--- config.mk ---
export PLATFORM = sky130hd
export DESIGN_NAME = pow3_stream_sink
export DESIGN_NICKNAME = d
export VERILOG_FILES = /design/src/rtl/pow3_sink_pkg.sv /design/src/rtl/pow3_stream_sink_sync_fifo.sv /design/src/rtl/pow3_stream_sink.sv
export SDC_FILE = /design/constraint.sdc
export NUM_CORES = 1
export LEC_CHECK = 0
export ABC_AREA = 0
export CAP_MARGIN = 20
export CORE_MARGIN = 8
export CORE_UTILIZATION = 35
export DETAILED_ROUTE_END_ITERATION = 8
export SYNTH_ARGS = -nofsm -noshare
export SYNTH_HDL_FRONTEND = slang
export SYNTH_SLANG_ARGS = --single-unit
--- constraint.sdc ---
create_clock -name s00_axis_aclk -period 6.42 [get_ports s00_axis_aclk]
set_clock_uncertainty 0.1 [all_clocks]
set_input_delay 0.642 -clock s00_axis_aclk [delete_from_list [all_inputs] [get_ports s00_axis_aclk]]
set_output_delay 0.642 -clock s00_axis_aclk [all_outputs]
set_load 0.005 [all_outputs]
--- src/rtl/pow3_sink_pkg.sv ---
// Shared types, constants and the power-of-3 step function for pow3_stream_sink.
package pow3_sink_pkg;

  typedef enum logic [1:0] {
    IDLE  = 2'd0,
    CHECK = 2'd1,
    FAULT = 2'd2
  } chk_state_t;

  localparam int unsigned POW3_MUL  = 3;
  localparam int unsigned POW3_SEED = 3;

  // Next term of the sequence: 3*x as (x << 1) + x, truncated to width bits.
  function automatic logic [63:0] next_pow3(input logic [63:0] x, input int unsigned width);
    logic [63:0] mask;
    logic [63:0] y;
    mask = (width >= 64) ? '1 : ((64'd1 << width) - 64'd1);
    y    = (x << (POW3_MUL >> 1)) + x;
    return y & mask;
  endfunction

endpackage

--- src/rtl/pow3_stream_sink_sync_fifo.sv ---
// Synchronous circular-buffer FIFO with registered read data and flags; no write-to-read bypass.
module sync_fifo #(
  parameter int unsigned WIDTH = 32,
  parameter int unsigned DEPTH = 8
) (
  input  logic                   clk,
  input  logic                   rst_n,
  input  logic                   wr_en,
  input  logic [WIDTH-1:0]       wr_data,
  input  logic                   rd_en,
  output logic [WIDTH-1:0]       rd_data,
  output logic                   rd_valid,
  output logic [$clog2(DEPTH):0] count,
  output logic                   empty,
  output logic                   full
);

  localparam int unsigned AW = $clog2(DEPTH);
  localparam int unsigned CW = AW + 1;

  logic [WIDTH-1:0] mem [DEPTH];
  logic [AW-1:0]    wr_ptr;
  logic [AW-1:0]    rd_ptr;
  logic             do_wr_c;
  logic             do_rd_c;
  logic [CW-1:0]    count_nxt_c;

  // Qualify requests against the registered flags and form the next occupancy.
  always_comb begin
    do_wr_c     = wr_en && !full;
    do_rd_c     = rd_en && !empty;
    count_nxt_c = count + CW'(do_wr_c) - CW'(do_rd_c);
  end

  // Storage array; contents need no reset because occupancy gates every read.
  always_ff @(posedge clk) begin
    if (do_wr_c) begin
      mem[wr_ptr] <= wr_data;
    end
  end

  // Pointers, occupancy, flags and the registered read port.
  always_ff @(posedge clk or negedge rst_n) begin
    if (!rst_n) begin
      wr_ptr   <= '0;
      rd_ptr   <= '0;
      count    <= '0;
      empty    <= 1'b1;
      full     <= 1'b0;
      rd_data  <= '0;
      rd_valid <= 1'b0;
    end else begin
      if (do_wr_c) begin
        wr_ptr <= wr_ptr + AW'(1);
      end
      if (do_rd_c) begin
        rd_ptr  <= rd_ptr + AW'(1);
        rd_data <= mem[rd_ptr];
      end
      rd_valid <= do_rd_c;
      count    <= count_nxt_c;
      empty    <= (count_nxt_c == '0);
      full     <= (count_nxt_c == CW'(DEPTH));
    end
  end

endmodule

--- src/rtl/pow3_stream_sink.sv ---
// AXI4-Stream sink for the power-of-3 generator: buffers beats in a FIFO and
// optionally checks them against 3, 9, 27, ... (build option POW3_SINK_CHECK_EN).
module pow3_stream_sink
  import pow3_sink_pkg::*;
#(
  parameter int unsigned DATA_SIZE = 32,
  parameter int unsigned DEPTH     = 8
) (
  input  logic                   s00_axis_aclk,
  input  logic                   s00_axis_aresetn,
  input  logic [DATA_SIZE-1:0]   s00_axis_tdata,
  input  logic [DATA_SIZE/8-1:0] s00_axis_tstrb,
  input  logic                   s00_axis_tvalid,
  input  logic                   s00_axis_tlast,
  output logic                   s00_axis_tready,
  input  logic                   rd_en,
  output logic [DATA_SIZE-1:0]   rd_data,
  output logic                   rd_valid,
  output logic                   fifo_empty,
  output logic                   fifo_full,
  input  logic                   chk_clear,
  output logic [31:0]            beat_count,
  output logic                   err_flag,
  output logic [DATA_SIZE-1:0]   err_expected,
  output logic [DATA_SIZE-1:0]   err_actual
);

  localparam int unsigned CW = $clog2(DEPTH) + 1;

  logic [CW-1:0] fifo_count;
  logic          accept_c;
  logic          push_c;
  logic          pop_c;
  logic [CW-1:0] count_nxt_c;
  logic          tready_d;
  logic          unused_c;

  // Side-band fields carry no information for this sink.
  assign unused_c = ^{s00_axis_tstrb, s00_axis_tlast};

  // Handshake qualification and the occupancy the FIFO will hold after this edge.
  always_comb begin
    accept_c    = s00_axis_tvalid && s00_axis_tready;
    push_c      = accept_c && !fifo_full;
    pop_c       = rd_en && !fifo_empty;
    count_nxt_c = fifo_count + CW'(push_c) - CW'(pop_c);
    tready_d    = (count_nxt_c <= CW'(DEPTH - 2));
  end

  // tready keeps one spare slot for a beat launched just before tready drops.
  always_ff @(posedge s00_axis_aclk or negedge s00_axis_aresetn) begin
    if (!s00_axis_aresetn) begin
      s00_axis_tready <= 1'b0;
    end else begin
      s00_axis_tready <= tready_d;
    end
  end

  sync_fifo #(
    .WIDTH (DATA_SIZE),
    .DEPTH (DEPTH)
  ) u_fifo (
    .clk      (s00_axis_aclk),
    .rst_n    (s00_axis_aresetn),
    .wr_en    (accept_c),
    .wr_data  (s00_axis_tdata),
    .rd_en    (rd_en),
    .rd_data  (rd_data),
    .rd_valid (rd_valid),
    .count    (fifo_count),
    .empty    (fifo_empty),
    .full     (fifo_full)
  );

`ifdef POW3_SINK_CHECK_EN

  chk_state_t           state_q;
  chk_state_t           state_d;
  logic [DATA_SIZE-1:0] exp_q;
  logic [DATA_SIZE-1:0] exp_d;
  logic [31:0]          beat_count_d;
  logic                 err_flag_d;
  logic [DATA_SIZE-1:0] err_expected_d;
  logic [DATA_SIZE-1:0] err_actual_d;

  // Checker next state: clear wins over a coincident beat; FAULT freezes compares.
  always_comb begin
    state_d        = state_q;
    exp_d          = exp_q;
    beat_count_d   = beat_count;
    err_flag_d     = err_flag;
    err_expected_d = err_expected;
    err_actual_d   = err_actual;
    if (chk_clear) begin
      state_d        = IDLE;
      exp_d          = DATA_SIZE'(POW3_SEED);
      beat_count_d   = '0;
      err_flag_d     = 1'b0;
      err_expected_d = '0;
      err_actual_d   = '0;
    end else if (accept_c) begin
      beat_count_d = (beat_count == '1) ? beat_count : beat_count + 32'd1;
      case (state_q)
        IDLE, CHECK: begin
          if (s00_axis_tdata == exp_q) begin
            state_d = CHECK;
            exp_d   = DATA_SIZE'(next_pow3(64'(exp_q), DATA_SIZE));
          end else begin
            state_d        = FAULT;
            err_flag_d     = 1'b1;
            err_expected_d = exp_q;
            err_actual_d   = s00_axis_tdata;
          end
        end
        FAULT:   state_d = FAULT;
        default: state_d = IDLE;
      endcase
    end
  end

  // Checker state register.
  always_ff @(posedge s00_axis_aclk or negedge s00_axis_aresetn) begin
    if (!s00_axis_aresetn) begin
      state_q      <= IDLE;
      exp_q        <= DATA_SIZE'(POW3_SEED);
      beat_count   <= '0;
      err_flag     <= 1'b0;
      err_expected <= '0;
      err_actual   <= '0;
    end else begin
      state_q      <= state_d;
      exp_q        <= exp_d;
      beat_count   <= beat_count_d;
      err_flag     <= err_flag_d;
      err_expected <= err_expected_d;
      err_actual   <= err_actual_d;
    end
  end

`else

  logic [31:0] beat_count_d;

  // Plain saturating count of accepted beats, restarted by chk_clear.
  always_comb begin
    beat_count_d = beat_count;
    if (chk_clear) begin
      beat_count_d = '0;
    end else if (accept_c) begin
      beat_count_d = (beat_count == '1) ? beat_count : beat_count + 32'd1;
    end
  end

  // Beat counter register.
  always_ff @(posedge s00_axis_aclk or negedge s00_axis_aresetn) begin
    if (!s00_axis_aresetn) begin
      beat_count <= '0;
    end else begin
      beat_count <= beat_count_d;
    end
  end

  assign err_flag     = 1'b0;
  assign err_expected = '0;
  assign err_actual   = '0;

`endif

endmodule

==> summary by stage, run 1 <==
Layout
After routing the design area is 0.0163 sq mm. The post-layout utilization of the core is 42.3%. The total of fill cells in the finished design is 3471. The net count of the finished layout is 978. The area used by sequential logic in the layout is 0.00965 sq mm. The fraction of final layout cells sized beyond drive strength 1 is 16.6%. The relative area change from synthesis to final layout is 19.7%. The area used by multi-input combinational logic is 0.00363 sq mm. The non-filler instance count after layout is 1474.

Placement
The congestion estimate from routability-driven global placement came to 0.767. During placement, the flow inserted port buffers numbering 104. The number of placed instances with taps included is 1406. Once detailed placement completed, the half-perimeter wirelength came to 16600 um. The placement-stage cell area is 0.0151 sq mm.

Setup path
The data required time of the critical path is 6770 ps. The highest fanout seen on the critical path is 67. STA puts the critical path data arrival time at 3500 ps. The worst setup path is captured at a register. The critical path is of the register to register type. The element type at the critical path start is a register.

CTS
TritonCTS built the clock tree. Counting along the longest clock path gives a buffer depth of 3. The number of clock buffers added by TritonCTS is 37. At the later pin of the worst-skew pair, clock insertion delay measures 530 ps.

In this run the clock root is driven by a clkbuf_16. In this run the number of H-tree levels came out at 2. CTS saw 334 sinks. Once the clock tree was built, the setup fixing pass inserted 0 buffers. The clock transition at the registers of the reported paths is 60 ps.

Route
The wire length on met1 is 12200 um. The via density per instance is 4.78. The DRC violation total after the first TritonRoute iteration is 426. The detailed router placed 7053 vias in this run. The number of DRC violations after detailed routing is 0. The first detailed-routing pass took 4 iterations. The highest metal layer with signal wires is met5.

The routed design uses 13600 um of met2 wire. Wires add up to 28300 um. The average detailed-routed wire length per instance is 19.2 um.

The routed design uses 1970 um of met3 wire. The number of nets with antenna violations after routing is 0.

Floorplan
In this run the vertical extent of the chip is 213 um. The floorplan step set the die width to 213 um. The initial utilization of the core area, before any placement, comes to 35.4%.

The die footprint is 0.0455 sq mm. The count of pins on the block boundary is 175. The total number of placement rows is 72. The core region is 0.0386 sq mm.

Power and ir drop
The analysis attributes to cell leakage a power of 5.67 nW. The proportion of power drawn by combinational gates is 24.1%. IR analysis of the VDD net gives a maximum drop of 0.244 mV. Of the total power, registers draw 43.6%. Of the total power, the share spent switching nets is 27.3%.

The internal power of the cells totals 4.65 mW. The switching component of the power is 1.75 mW. The areal power density over the cells is 392 mW/mm^2.

The completed layout was analyzed and its total power is 6.39 mW. The proportion of power drawn by the clock network is 32.2%.

Synthesis
Synthesis instantiated 46 different standard cells from the library. The warning count from the yosys run is 0. The average size of a mapped cell is 17.0 sq um.

Synthesis produced a netlist whose cell count is 802. Summing the sequential cell areas from Yosys gives 70.7% of the chip area. The cell area after synthesis is 0.0136 sq mm.

Synthesis inferred 334 register bits.

STA
The hold violation total from the final report is 0. Setup violations remaining at the end of the flow were counted as 0. The number of slew-limit violations in the final report is 0. The worst slew margin relative to its limit is 31.7%. Adding up every negative setup slack in the final design gives 0 ps. Setup repair after global routing left no endpoint under its margin. The minimum clock period after layout is 3150 ps. In the finished design, the share of the clock period the worst path needs comes to 49.1%. The slew at the pin with the worst max-slew slack is 1020 ps. Derived from the worst setup path, the maximum achievable clock frequency is 318 MHz.

Global route
The all-layer global routing usage is 12.4%. The first-pass GRT wire length is 43000 um. The pin count of the biggest net entering global routing is 68. The number of antenna violations at the first check in global routing is 3.

The total congestion overflow after global routing is 0. The number of global-route vias before repair is 7249.

Hold path
The worst hold path class is register to register.

Job
The number of maximum-capacitance constraint violations is 0.

Status
The run finished with clean final reports.
==> layer usage <==
metal / track usage [%] / vias to the layer above
met3: 3.16 / 43
li1: - / 3232
met2: 20.8 / 185
met4: 3.26 / 4
met1: 15.8 / 3589
met5: 0 / -
==> final cells by class <==
type | count | share of cell area, %
antenna | 1 | 0.0153
clock buffer | 48 | 6.05
clock inverter | 18 | 1.20
inverter | 8 | 0.184
multi-input combinational | 425 | 22.3
sequential | 334 | 59.1
tap | 518 | 3.97
timing repair buffer | 122 | 7.23
==> path summary, 6_finish.rpt <==
kind                                    start                  to  slack [ps]  depth (start not counted)
setup / recovery                 u_fifo.empty         u_fifo.full        3270                          9
hold / removal             u_fifo.rd_data[24]  u_fifo.rd_data[24]         380                          2
setup reg to reg                 u_fifo.empty         u_fifo.full        3270                          9
hold reg to reg            u_fifo.rd_data[24]  u_fifo.rd_data[24]         380                          2
max in group asynchronous    s00_axis_aresetn    u_fifo.rd_ptr[0]        4590                          3
min in group asynchronous    s00_axis_aresetn       beat_count[8]         530                          2
==> cells by family after synthesis <==
kind of cell / count (synthesis) / synth area share (%)
compound gates: 77 / 3.18
xor+xnor: 11 / 0.707
fa+ha+maj: 8 / 0.789
buf+inv: 107 / 4.83
flops: 334 / 70.7
mux: 106 / 13.7
other cells: 1 / 0.0275
simple gates: 158 / 6.03
==> worst max-delay path, stage by stage, from the launching register on <==
cell      delay, ps
dfstp_2         560
nand2b_2        120
buf_4           520
inv_1           200
ha_1            320
inv_1            40
ha_1            210
fa_1            470
or3_1           400
nor2b_1         120
==> power by group through the flow <==
stage / logic, mW / clock network, mW / registers, mW
2_1_floorplan: 1.05 / 0 / 2.77
5_1_grt: 1.70 / 2.21 / 2.83
3_3_place_gp: 1.57 / 0 / 2.83
4_1_cts: 1.59 / 2.13 / 2.80
6_report: 1.54 / 2.06 / 2.79
3_5_place_dp: 1.59 / 0 / 2.84
==> placed cells by master (no fill, tap or decap), types with 14 or more instances in the layout <==
master,Yosys,layout
nor2_1,30,24
edfxtp_1,256,256
mux4_2,64,64
conb_1,1,65
a21oi_1,19,19
dfrtp_1,77,74
o21ai_0,39,39
buf_4,65,17
nand3_1,14,14
mux2i_1,33,33
clkbuf_16,0,38
nand2_1,52,52
clkdlybuf4s50_1,0,103
==> synthesized netlist by cell type, drive strengths merged <==
library cell / number / area (sq um)
dfrtp: 77 / 1930
nor2b: 10 / 62.6
and3: 4 / 25.0
fa: 1 / 20.0
a311o: 1 / 10.0
a31oi: 4 / 25.0
or3: 8 / 51.3
nor4bb: 1 / 10.0
mux4: 64 / 1440
o21ai: 39 / 195
nor3b: 2 / 15.0
nand3: 15 / 87.6
nand2b: 4 / 25.0
a41o: 1 / 10.0
and4: 1 / 8.76
conb: 1 / 3.75
nand4: 9 / 71.3
mux2: 9 / 101
nor3: 5 / 25.0
a31o: 1 / 8.76
nand2: 52 / 195
a21oi: 19 / 95.1
mux2i: 33 / 330
xnor2: 10 / 87.6
nand3b: 1 / 7.51
buf: 79 / 553
xor2: 1 / 8.76
ha: 7 / 87.6
or4: 13 / 106
nor4: 3 / 18.8
a21o: 1 / 7.51
a211oi: 2 / 15.0
o31ai: 9 / 67.6
inv: 8 / 30.0
dfstp: 1 / 26.3
clkbuf: 20 / 75.1
nor2: 30 / 113
edfxtp: 256 / 7690
==> stage by stage <==
stage	hold slack [ps]	setup WS (ps)
floorplan	246	2500
global placement	363	2450
detailed placement	370	2730
CTS	388	3210
global route	405	3060
finish	381	3270
==> state kept, by name, indices dropped and copies added (netlist names) <==
register         count
u_fifo.rd_data      32
s00_axis_tready      1
u_fifo.empty         1
u_fifo.wr_ptr        3
u_fifo.count         4
beat_count          32
u_fifo.rd_ptr        3
u_fifo.rd_valid      1
u_fifo.mem         256
u_fifo.full          1
==> timing repair <==
item                      4_1_cts  5_1_grt
resized for setup               0        0
hold endpoints to repair       31        0
hold buffers                    1        0
(Power assumes the default switching activity.)
==> inputs of run 2 (changes only) <==
Clock period 6.42 ns to 2.6 ns, I/O delays scaled along.
==> run 2 against run 1 <==
  * Critical path depth decreased by 4
  * Sequential share of layout area decreased by 2.1 points
  * Worst hold slack got worse by 290 ps
  * First-iteration DRC count decreased by 18%
  * Critical path type unchanged
  * Register-to-register slack got worse by 3100 ps
  * Highest routed layer unchanged
  * Largest cell class unchanged
==> summary by stage, run 2 (same netlist as run 1, synthesis figures left out) <==
Floorplan
The die height was 213 um (unchanged). The starting density of the core came to 35.4% (unchanged). The area of the core region is 0.0386 sq mm (unchanged). The die footprint is 0.0455 sq mm (unchanged). The count of pins on the block boundary is 175 (unchanged). The floorplan die width was 213 um (unchanged). The total number of placement rows was 72 (unchanged).

Layout
The commonest non-fill, non-tap cell in the layout is edfxtp_1 (unchanged). Top library cells by usage in the layout, fill and taps aside: 256 x edfxtp_1, 103 x clkdlybuf4s50_1, 74 x dfrtp_1 (unchanged). The flip-flop count of the largest register after layout is 256 (unchanged). The register containing the most flip-flops in the final layout is u_fifo.mem (unchanged). The area used by multi-input combinational logic is 0.00365 sq mm (was 0.00363 sq mm). The area used by sequential logic in the layout is 0.00965 sq mm (about the same). The net count of the finished layout was 1009 (was 978). The total of fill cells in the finished design came to 3410 (was 3471). The number of diodes is 0 (was 1). The fraction of final layout cells sized beyond drive strength 1 is 20.1% (was 16.6%).

Regs by FF count: u_fifo.mem (256), beat_count (32), u_fifo.rd_data (32) (unchanged). The relative area change from synthesis to final layout is 24.1% (was 19.7%). The post-layout utilization of the core was 43.9% (was 42.3%).

Global route
The number of global-route vias before repair was 7407 (was 7249). The all-layer global routing usage is 12.8% (was 12.4%). The number of antenna violations at the first check in global routing came to 2 (was 3). The pin count of the biggest net entering global routing was 67 (was 68). The first-pass GRT wire length is 44200 um (was 43000 um). The total congestion overflow after global routing is 0 (unchanged).

CTS
The TritonCTS clock tree is built (unchanged). The insertion delay to the later sink of the worst-skew pair is 520 ps (was 530 ps). The post-CTS repair timing setup buffer count is 0 (unchanged). The clock tree root driver cell is clkbuf_16 (unchanged). The number of H-tree levels is 2 (unchanged). The clock transition at the registers of the reported paths is 60 ps (about the same). The TritonCTS buffer count came to 39 (was 37). The maximum number of buffers from clock root to sink is 3 (unchanged). The number of clock sinks seen by CTS is 334 (unchanged).

Setup path
The highest fanout seen on the critical path is 6 (was 67). The data required time of the critical path is 2950 ps (was 6770 ps). The number of cells on the worst reg-to-reg path is 5 (was 9). The setup slack of the most critical reg-to-reg path is 200 ps (was 3270 ps). The end of the worst register-to-register path is beat_count[26] (was u_fifo.full). The category of the worst setup path capture point is a register (unchanged). The critical path class is register to register (unchanged). The critical register-to-register path startpoint was beat_count[7] (was u_fifo.empty). The worst path arrival time is 2750 ps (was 3500 ps).

The element type at the critical path start is a register (unchanged).

Route
The routed wire length was 29200 um (was 28300 um). The via density per instance is 4.73 (was 4.78). The number of DRC violations after detailed routing is 0 (unchanged).

The total vias in the final route came to 7124 (was 7053). The detailed-routing iteration count for the pre-antenna-repair pass was 4 (unchanged). The average detailed-routed wire length per instance is 19.4 um (was 19.2 um).

The number of nets with antenna violations after routing is 0 (unchanged). The DRC violation total after the first TritonRoute iteration was 348 (was 426).

STA
Setup repair after global routing missed its margin: false (unchanged). The least setup slack across all paths after layout is 197 ps (was 3270 ps). The slew at the pin with the worst max-slew slack is 695 ps (was 1020 ps). The maximum frequency from static timing analysis came to 416 MHz (was 318 MHz). The number of slew-limit violations in the final report is 0 (unchanged). The hold violation total from the final report came to 0 (unchanged).

The minimum clock period after layout is 2400 ps (was 3150 ps). The final number of setup-violating endpoints came to 0 (unchanged). The final clock period utilization by the worst path is 92.4% (was 49.1%). The worst slew margin relative to its limit is 53.6% (was 31.7%).

Power and ir drop
The proportion of power drawn by the clock network came to 33.3% (was 32.2%). The net switching fraction of the power is 26.4% (was 27.3%). The proportion of power drawn by combinational gates is 24.5% (was 24.1%). The cell-internal power is 12.1 mW (was 4.65 mW). The areal power density over the cells was 976 mW/mm^2 (was 392 mW/mm^2).

The power share of the sequential group came to 42.2% (was 43.6%). The maximum resistive drop on vdd came to 0.644 mV (was 0.244 mV). The static power due to leakage is 5.95 nW (was 5.67 nW). The power consumption is 16.5 mW (was 6.39 mW). The switching component of the power is 4.37 mW (was 1.75 mW).

Hold path
The worst hold path class was primary input to async pin (was register to register).

Placement
The count of input and output buffers is 104 (unchanged). The final weighted congestion in routability-driven placement is 0.774 (was 0.767). The half-perimeter wire length after placement is 18300 um (was 16600 um). The pre-CTS setup slack is -1.38 ps (was 2730 ps).

Status
Result of the run: finished clean (unchanged).

Job
The number of maximum-capacitance constraint violations is 0 (unchanged).
run 2: how the worst max path moves through the flow:
| stage | start | endpoint | depth (start not counted) |
|---|---|---|---|
| 6_report | beat_count[7] | beat_count[26] | 5 |
| 5_1_grt | beat_count[7] | beat_count[27] | 5 |
| 4_1_cts | beat_count[7] | beat_count[26] | 5 |
| 3_5_place_dp | s00_axis_tvalid | beat_count[25] | 6 |
| 3_3_place_gp | s00_axis_tvalid | beat_count[26] | 6 |
| 2_1_floorplan | s00_axis_tready | u_fifo.mem[2][0] | 3 |
run 2: power by group through the flow:
stage | Clock (mW) | Combinational [mW] | Sequential (mW)
global route | 5.87 | 4.46 | 7.07
CTS | 5.68 | 4.19 | 7.00
global placement | 0 | 4.16 | 7.08
floorplan | 0 | 2.59 | 6.86
detailed placement | 0 | 4.18 | 7.10
finish | 5.50 | 4.04 | 6.98
run 2: stage by stage:
step / cell area, sq um / hold slack, ps / instances / setup TNS [ps]
5_1_grt: 16900 / 117 / 1507 / 0
3_3_place_gp: 15600 / 101 / 1435 / 0
4_1_cts: 16900 / 94.6 / 1507 / 0
3_5_place_dp: 15600 / 108 / 1435 / -1.38
2_1_floorplan: 13900 / -136 / 866 / -55650
6_report: 16900 / 93.1 / 1507 / 0
run 2: critical path: stages (launching register included):
cell and delay [ps]:
dfrtp_1 420, nand4_1 230, or4_4 580, or4_1 540, or3_1 310, a21oi_1 140
run 2: final cells by class:
class	count	area share [%]
Inverter	8	0.177
Multi-Input combinational cell	425	21.6
Tap cell	518	3.83
Clock inverter	16	1.11
Clock buffer	55	6.67
Timing Repair Buffer	151	9.64
Sequential cell	334	57.0
run 2: timing repair:
item	4_1_cts	5_1_grt
hold buffers	1	0
gates resized for setup	0	0
hold endpoints to repair	77	0
run 2: per-layer routing:
| metal | part of all wire, % | wire, um | global-route usage (%) |
|---|---|---|---|
| met4 | 2.0 | 574 | 3.81 |
| met2 | 49 | 14300 | 21.5 |
| met1 | 43 | 12400 | 16.6 |
| met5 | 0.11 | 31 | 0 |
| met3 | 6.3 | 1840 | 2.84 |
